[config.mk]
export PLATFORM = sky130hd
export DESIGN_NAME = armleobus_arbiter2
export DESIGN_NICKNAME = d
export VERILOG_FILES = /design/src/rtl/armleobus_arbiter2.sv
export SDC_FILE = /design/constraint.sdc
export NUM_CORES = 1
export LEC_CHECK = 0
export BUFFER_PORTS_ARGS = -buffer_cell sky130_fd_sc_hd__clkbuf_2
export CORE_AREA = 5 5 131 133
export DETAILED_ROUTE_END_ITERATION = 6
export DIE_AREA = 0 0 136 138
export PLACE_DENSITY_LB_ADDON = 0.3
export SKIP_CTS_REPAIR_TIMING = 1
export SYNTH_ARGS = -nofsm -noshare
export SYNTH_HDL_FRONTEND = slang
export SYNTH_SLANG_ARGS = --single-unit
[constraint.sdc]
create_clock -name clk -period 1.55 [get_ports clk]
set_input_delay 0.155 -clock clk [delete_from_list [all_inputs] [get_ports clk]]
set_output_delay 0.155 -clock clk [all_outputs]
set_load 0.1 [all_outputs]
[src/rtl/armleobus_arbiter2.sv]
// Two-port round-robin arbiter for ArmleoBus.
// Routes one of two upstream requesters (s0, s1) onto a single downstream
// port (m) for the full length of a burst, then returns to IDLE for one
// arbitration cycle before the next grant.
//
// Ports:
//   clk, rst_n                      clock; asynchronous active-high reset
//   sN_transaction/cmd/address/     upstream request, held until done
//   burstcount/wdata/wbyte_enable
//   sN_transaction_done/response    per-beat completion back to requester
//   sN_rdata                        read data (valid only with own done)
//   m_transaction/cmd/address/      downstream request from granted port
//   burstcount/wdata/wbyte_enable
//   m_transaction_done/response/    downstream completion
//   rdata
module armleobus_arbiter2 #(
  parameter int unsigned ADDR_WIDTH = 34
) (
  input  logic                  clk,
  input  logic                  rst_n,

  input  logic                  s0_transaction,
  input  logic [2:0]            s0_cmd,
  input  logic [ADDR_WIDTH-1:0] s0_address,
  input  logic [3:0]            s0_burstcount,
  input  logic [31:0]           s0_wdata,
  input  logic [3:0]            s0_wbyte_enable,
  output logic                  s0_transaction_done,
  output logic [2:0]            s0_transaction_response,
  output logic [31:0]           s0_rdata,

  input  logic                  s1_transaction,
  input  logic [2:0]            s1_cmd,
  input  logic [ADDR_WIDTH-1:0] s1_address,
  input  logic [3:0]            s1_burstcount,
  input  logic [31:0]           s1_wdata,
  input  logic [3:0]            s1_wbyte_enable,
  output logic                  s1_transaction_done,
  output logic [2:0]            s1_transaction_response,
  output logic [31:0]           s1_rdata,

  output logic                  m_transaction,
  output logic [2:0]            m_cmd,
  output logic [ADDR_WIDTH-1:0] m_address,
  output logic [3:0]            m_burstcount,
  output logic [31:0]           m_wdata,
  output logic [3:0]            m_wbyte_enable,
  input  logic                  m_transaction_done,
  input  logic [2:0]            m_transaction_response,
  input  logic [31:0]           m_rdata
);

  // Downstream "beat completed successfully" response code.
  localparam logic [2:0] TRANSACTION_DONE = 3'd0;

  typedef enum logic {
    IDLE    = 1'b0,
    GRANTED = 1'b1
  } state_t;

  state_t     state_q, state_d;
  logic       grant_sel_q, grant_sel_d;
  logic       last_sel_q, last_sel_d;
  logic [3:0] beats_left_q, beats_left_d;

  // Arbitration helpers used only in IDLE.
  logic       pick_sel;
  logic [3:0] pick_burstcount;

  // Read data is broadcast; each requester qualifies it with its own done.
  assign s0_rdata = m_rdata;
  assign s1_rdata = m_rdata;

  // State register. last_sel resets to 1 so port 0 wins the first contention.
  always_ff @(posedge clk or posedge rst_n) begin
    if (rst_n) begin
      state_q      <= IDLE;
      grant_sel_q  <= 1'b0;
      last_sel_q   <= 1'b1;
      beats_left_q <= 4'd0;
    end else begin
      state_q      <= state_d;
      grant_sel_q  <= grant_sel_d;
      last_sel_q   <= last_sel_d;
      beats_left_q <= beats_left_d;
    end
  end

  // Next-state, arbitration and output routing.
  always_comb begin
    state_d                 = state_q;
    grant_sel_d             = grant_sel_q;
    last_sel_d              = last_sel_q;
    beats_left_d            = beats_left_q;
    pick_sel                = 1'b0;
    pick_burstcount         = 4'd0;

    m_transaction           = 1'b0;
    m_cmd                   = 3'd0;
    m_address               = '0;
    m_burstcount            = 4'd0;
    m_wdata                 = 32'd0;
    m_wbyte_enable          = 4'd0;
    s0_transaction_done     = 1'b0;
    s0_transaction_response = 3'd0;
    s1_transaction_done     = 1'b0;
    s1_transaction_response = 3'd0;

    case (state_q)
      IDLE: begin
        // On contention, serve the port that did not win last time.
        if (s0_transaction && s1_transaction) begin
          pick_sel = ~last_sel_q;
        end else begin
          pick_sel = s1_transaction;
        end
        pick_burstcount = pick_sel ? s1_burstcount : s0_burstcount;

        if (s0_transaction || s1_transaction) begin
          state_d      = GRANTED;
          grant_sel_d  = pick_sel;
          beats_left_d = (pick_burstcount == 4'd0) ? 4'd1 : pick_burstcount;
        end
      end

      GRANTED: begin
        if (grant_sel_q) begin
          m_transaction           = s1_transaction;
          m_cmd                   = s1_cmd;
          m_address               = s1_address;
          m_burstcount            = s1_burstcount;
          m_wdata                 = s1_wdata;
          m_wbyte_enable          = s1_wbyte_enable;
          s1_transaction_done     = m_transaction_done;
          s1_transaction_response = m_transaction_response;
        end else begin
          m_transaction           = s0_transaction;
          m_cmd                   = s0_cmd;
          m_address               = s0_address;
          m_burstcount            = s0_burstcount;
          m_wdata                 = s0_wdata;
          m_wbyte_enable          = s0_wbyte_enable;
          s0_transaction_done     = m_transaction_done;
          s0_transaction_response = m_transaction_response;
        end

        // Last beat or any error response ends the burst.
        if (m_transaction_done) begin
          beats_left_d = beats_left_q - 4'd1;
          if ((beats_left_q == 4'd1) ||
              (m_transaction_response != TRANSACTION_DONE)) begin
            state_d    = IDLE;
            last_sel_d = grant_sel_q;
          end
        end
      end

      default: begin
        state_d = IDLE;
      end
    endcase
  end

endmodule

After elaboration in Yosys (flattened, before gate mapping)

Index checks and enable logic that the tools add are counted.

Flip-flop bits (word level): 7
Input port bits: 194
Output and inout port bits: 150
Word-level logic and storage cells: 49

Add/sub/neg operators: 1
Equal/unequal tests: 3
Mux-type cells: 31
Bitwise gates (word level): 2
Reduce and logical (&&, ||, !) cells: 8

Operators by type and width:

| kind                                                | number |
|---|---|
| 2-to-1 mux 34 bit                                   | 2 |
| 2-to-1 mux 32 bit                                   | 2 |
| 2-to-1 mux 4 bit                                    | 8 |
| 2-to-1 mux 3 bit                                    | 6 |
| 2-to-1 mux 1 bit                                    | 11 |
| case mux 4 bit (2 select lines)                     | 1 |
| equality test 4 x 1 -> 1 bit, second input constant | 1 |
| zero test 4 bit                                     | 1 |
| inequality test 2 bit, second input constant        | 2 |
| AND reduction 2 bit                                 | 2 |
| subtractor 4 x 1 -> 4 bit, second input constant    | 1 |
| AND reduction 3 bit                                 | 1 |
| nonzero test 3 bit                                  | 1 |
| logical OR 1 bit                                    | 2 |
| inverter 1 bit                                      | 2 |
| case mux 1 bit (2 select lines)                     | 1 |
| logical AND 1 bit                                   | 1 |

Depth between registers and ports, before layout

Word-level depth: 8
Depth in mapped cells: 6

Worst setup path after synthesis

No wires, ideal clock.

Path kind: flip-flop to output port
From: reg grant_sel_q
To: out m_address[16]
Arrival: 2.364 ns
Path slack: -0.969 ns
Cell stages (with the launch flop): 6
Buffers on the path: 3
Cell sequence: dfrtp_1 > clkbuf_1 > buf_2 > buf_2 > mux2i_1 > nor2b_1

Word-level cells in the longest chain between the ends: 2

RTL lines:

| item                   | line | RTL |
|---|---|---|
| from (decl)            | 62   | `logic grant_sel_q, grant_sel_d;` |
| from (signal assigned) | 83   | `grant_sel_q <= grant_sel_d;` |
| 2-to-1 mux 34 bit      | 127  | `if (grant_sel_q) begin` |
| 2-to-1 mux 34 bit      | 109  | `case (state_q)` |
| to (decl)              | 44   | `output logic [ADDR_WIDTH-1:0] m_address,` |

Every way passes these cells.

Worst setup path in the final report

From: reg grant_sel_q
To: out m_address[10]

Same word-level chain as after synthesis.

==> results.toml <==
[status]
outcome = "finished with violations"
violations = "negative setup slack"

[critical_path]
crit_path_end_kind = "output port"
critPathMaxFanout = 12
path_class = "register to output port"
r2r_start = "state_q$_DFF_PP0_"
cp_data_required_time_ps = 1390
crit_start = "grant_sel_q$_DFFE_PP0P_"
worst_setup_path_start_kind = "register"
arrival_ps = 1580

[drt]
drc = 0
num_vias = 2819
drt-initial-drc-count = 28
dr.pass1.iters = 4
post_drt_via_cell_ratio = 3.97
wirelength_um = 10700
ant_nets = 0
wl_per_cell_um = 15.1

[synth]
synth_edf_count = 0
synthCells = 306
synth_fa_ha_area_share_pct = 1.06
ys_seq_area_share_pct = 7.48
synthSimpleGateAreaFrac_pct = 26.8
synth_top_family_by_area = "multiplexers"
synth_cell_types = 31
ys.flop_type = "dfrtp_1"
synth-warning-count = 0
netlist_area_um2 = 2360
synth_area_leaders = "mux2i_1, nor2b_1, buf_4, dfrtp_1, buf_2"
synth-seq-cells = 7
async_reset_ff_share_pct = 100
synth_compound_area_share_pct = 4.99
synth_xor_area_share_pct = 0.371
syn_area_per_cell_um2 = 7.71
synth_top_area_cell = "mux2i_1"
synth_fp_nets = 502
synth_mux_area_share_pct = 34.0
netlist.area_leader.share_pct = 33.5

[timing]
relSlewSlack_pct = 78.9
tightestPinTransition_ps = 313
fmaxAchievable_mhz = 575
hold-worst-slack_ps = 252
rsz0062_at_grt = "true"
fin_skew_ps = 1.81
period_needed_ps = 1740
setup_viol = 83
final_hold_viol_count = 0
min_period_over_period_pct = 112
maxSlewViolCount = 0
finalWorstSetupSlack_ps = -189

[place]
io_buffer_count = 247
gp_congestion = 0.776
place_ws_ps = 59.2
dp.cells = 696
hpwl_um = 8850

[global_route]
grt_pass1_wl_um = 15400
grt_max_degree = 47
overflow = 0
antenna_found_initial = 1
grt_usage_pct = 9.98
grt_pass1_vias = 3060

[layout]
finalNetCount = 691
area_delta_synth_final_pct = 148
layout.cells.non_filler = 710
diodes = 0
fillCellCount = 1526
drive_above_1_share_pct = 84.8

[job]
cap_violations = 0

[cts]
cts.root.buffer_cell = "clkbuf_16"
cts_tree = "yes"
cts_buffers = 3
clkTransAtPathRegs_ps = 40
cts_max_level = 1
clock_latency_ps = 230
cts_sinks = 7
clk_path_buf_depth = 2

[floorplan]
num_rows = 46
die_w_um = 136
initial_core_util_pct = 15.0
io-pin-count = 344
coreArea_um2 = 15700
fp.dieH_um = 138
die_area_um2 = 18800

[power_and_ir_drop]
power.density_nw_per_um2 = 1730
irDropWorstVdd_v = 0.000760
leakage_nw = 2.92

[worst_hold_path]
hp-class = "primary input to register"
worstHoldStart = "s1_transaction"
## worst max-delay path, stage by stage, from the launching register on
cell     delay [ps]
dfrtp_4         510
buf_12          170
buf_12          160
mux2i_4         190
nor2b_4         130
buf_12          180
## report_power, final
part / total (mW) / leakage, nW / internal [mW] / switching (mW)
clock network: 0.431 / 0.0382 / 0.341 / 0.0898
logic: 9.32 / 2.80 / 3.81 / 5.52
registers: 0.370 / 0.0798 / 0.274 / 0.0965
## path summary, 6_finish.rpt
kind                       slack, ps  depth (start not counted)                          end
max                             -190                          5                m_address[10]
max reg2reg                      120                          2  beats_left_q[0]$_DFFE_PP0P_
min                              250                          3      grant_sel_q$_DFFE_PP0P_
min reg2reg                      610                          1  beats_left_q[0]$_DFFE_PP0P_
max in group asynchronous        830                          3       last_sel_q$_DFFE_PP1P_
min in group asynchronous        430                          3            state_q$_DFF_PP0_
## metal layers
metal | up-vias | track usage (%) | routed length, um
li1 | 1334 | - | -
met1 | 1282 | 9.46 | 3470
met2 | 168 | 20.1 | 5910
met3 | 33 | 3.77 | 1190
met4 | 2 | 1.80 | 162
met5 | - | 0 | 13
## logic make-up after synthesis
family	Yosys count
AOI/OAI and AO/OA	17
xor gates and xnor gates	1
DFF	7
buffers and inverters	92
adders and majority gates	2
and+or+nand+nor	107
muxes	80
## synth_stat cells, types with 2 or more instances
cell / count
nor2b_1: 79
nor2_1: 8
nand2_1: 4
and3_1: 4
ha_1: 2
o21ai_0: 2
a21oi_1: 4
buf_4: 64
buf_2: 9
nor3_1: 6
inv_1: 6
a211oi_1: 2
clkbuf_1: 12
dfrtp_1: 6
and2_1: 4
mux2i_1: 79
## area by class of cell
type	count	area, um2	share of cell area [%]
inverter	7	26.3	0.449
clock buffer	4	78.8	1.35
multi-input combinational	207	2490	42.6
sequential	7	184	3.14
tap	216	270	4.62
timing repair buffer	269	2800	47.9
## state kept, by name, summed over array words and instances (netlist names)
signal and count:
state_q 1, grant_sel_q 1, last_sel_q 1, beats_left_q 4
## cells in the final DEF, fill, tap and decap left out, drive strengths merged, types with 2 or more instances in the layout
cell	n
buf	107
inv	7
a211oi	2
nor3	6
o21ai	3
nor2b	79
nand2	4
and3	4
ha	2
mux2i	79
and2	4
nor2	8
a21oi	4
dfrtp	6
clkbuf	165
## stage by stage
stage	power (mW)	TNS (ps)	cell area [um2]	utilization (%)
after floorplan	7.04	-1290	3010	-
after global placement	9.01	0	5360	34.1
after detailed placement	9.09	0	5360	34.1
after CTS	9.55	-10370	5440	34.6
after global routing	10.5	-14250	5850	37.3
final	10.1	-10320	5850	37.3
No activity file was read; power rests on OpenSTA's default activity.
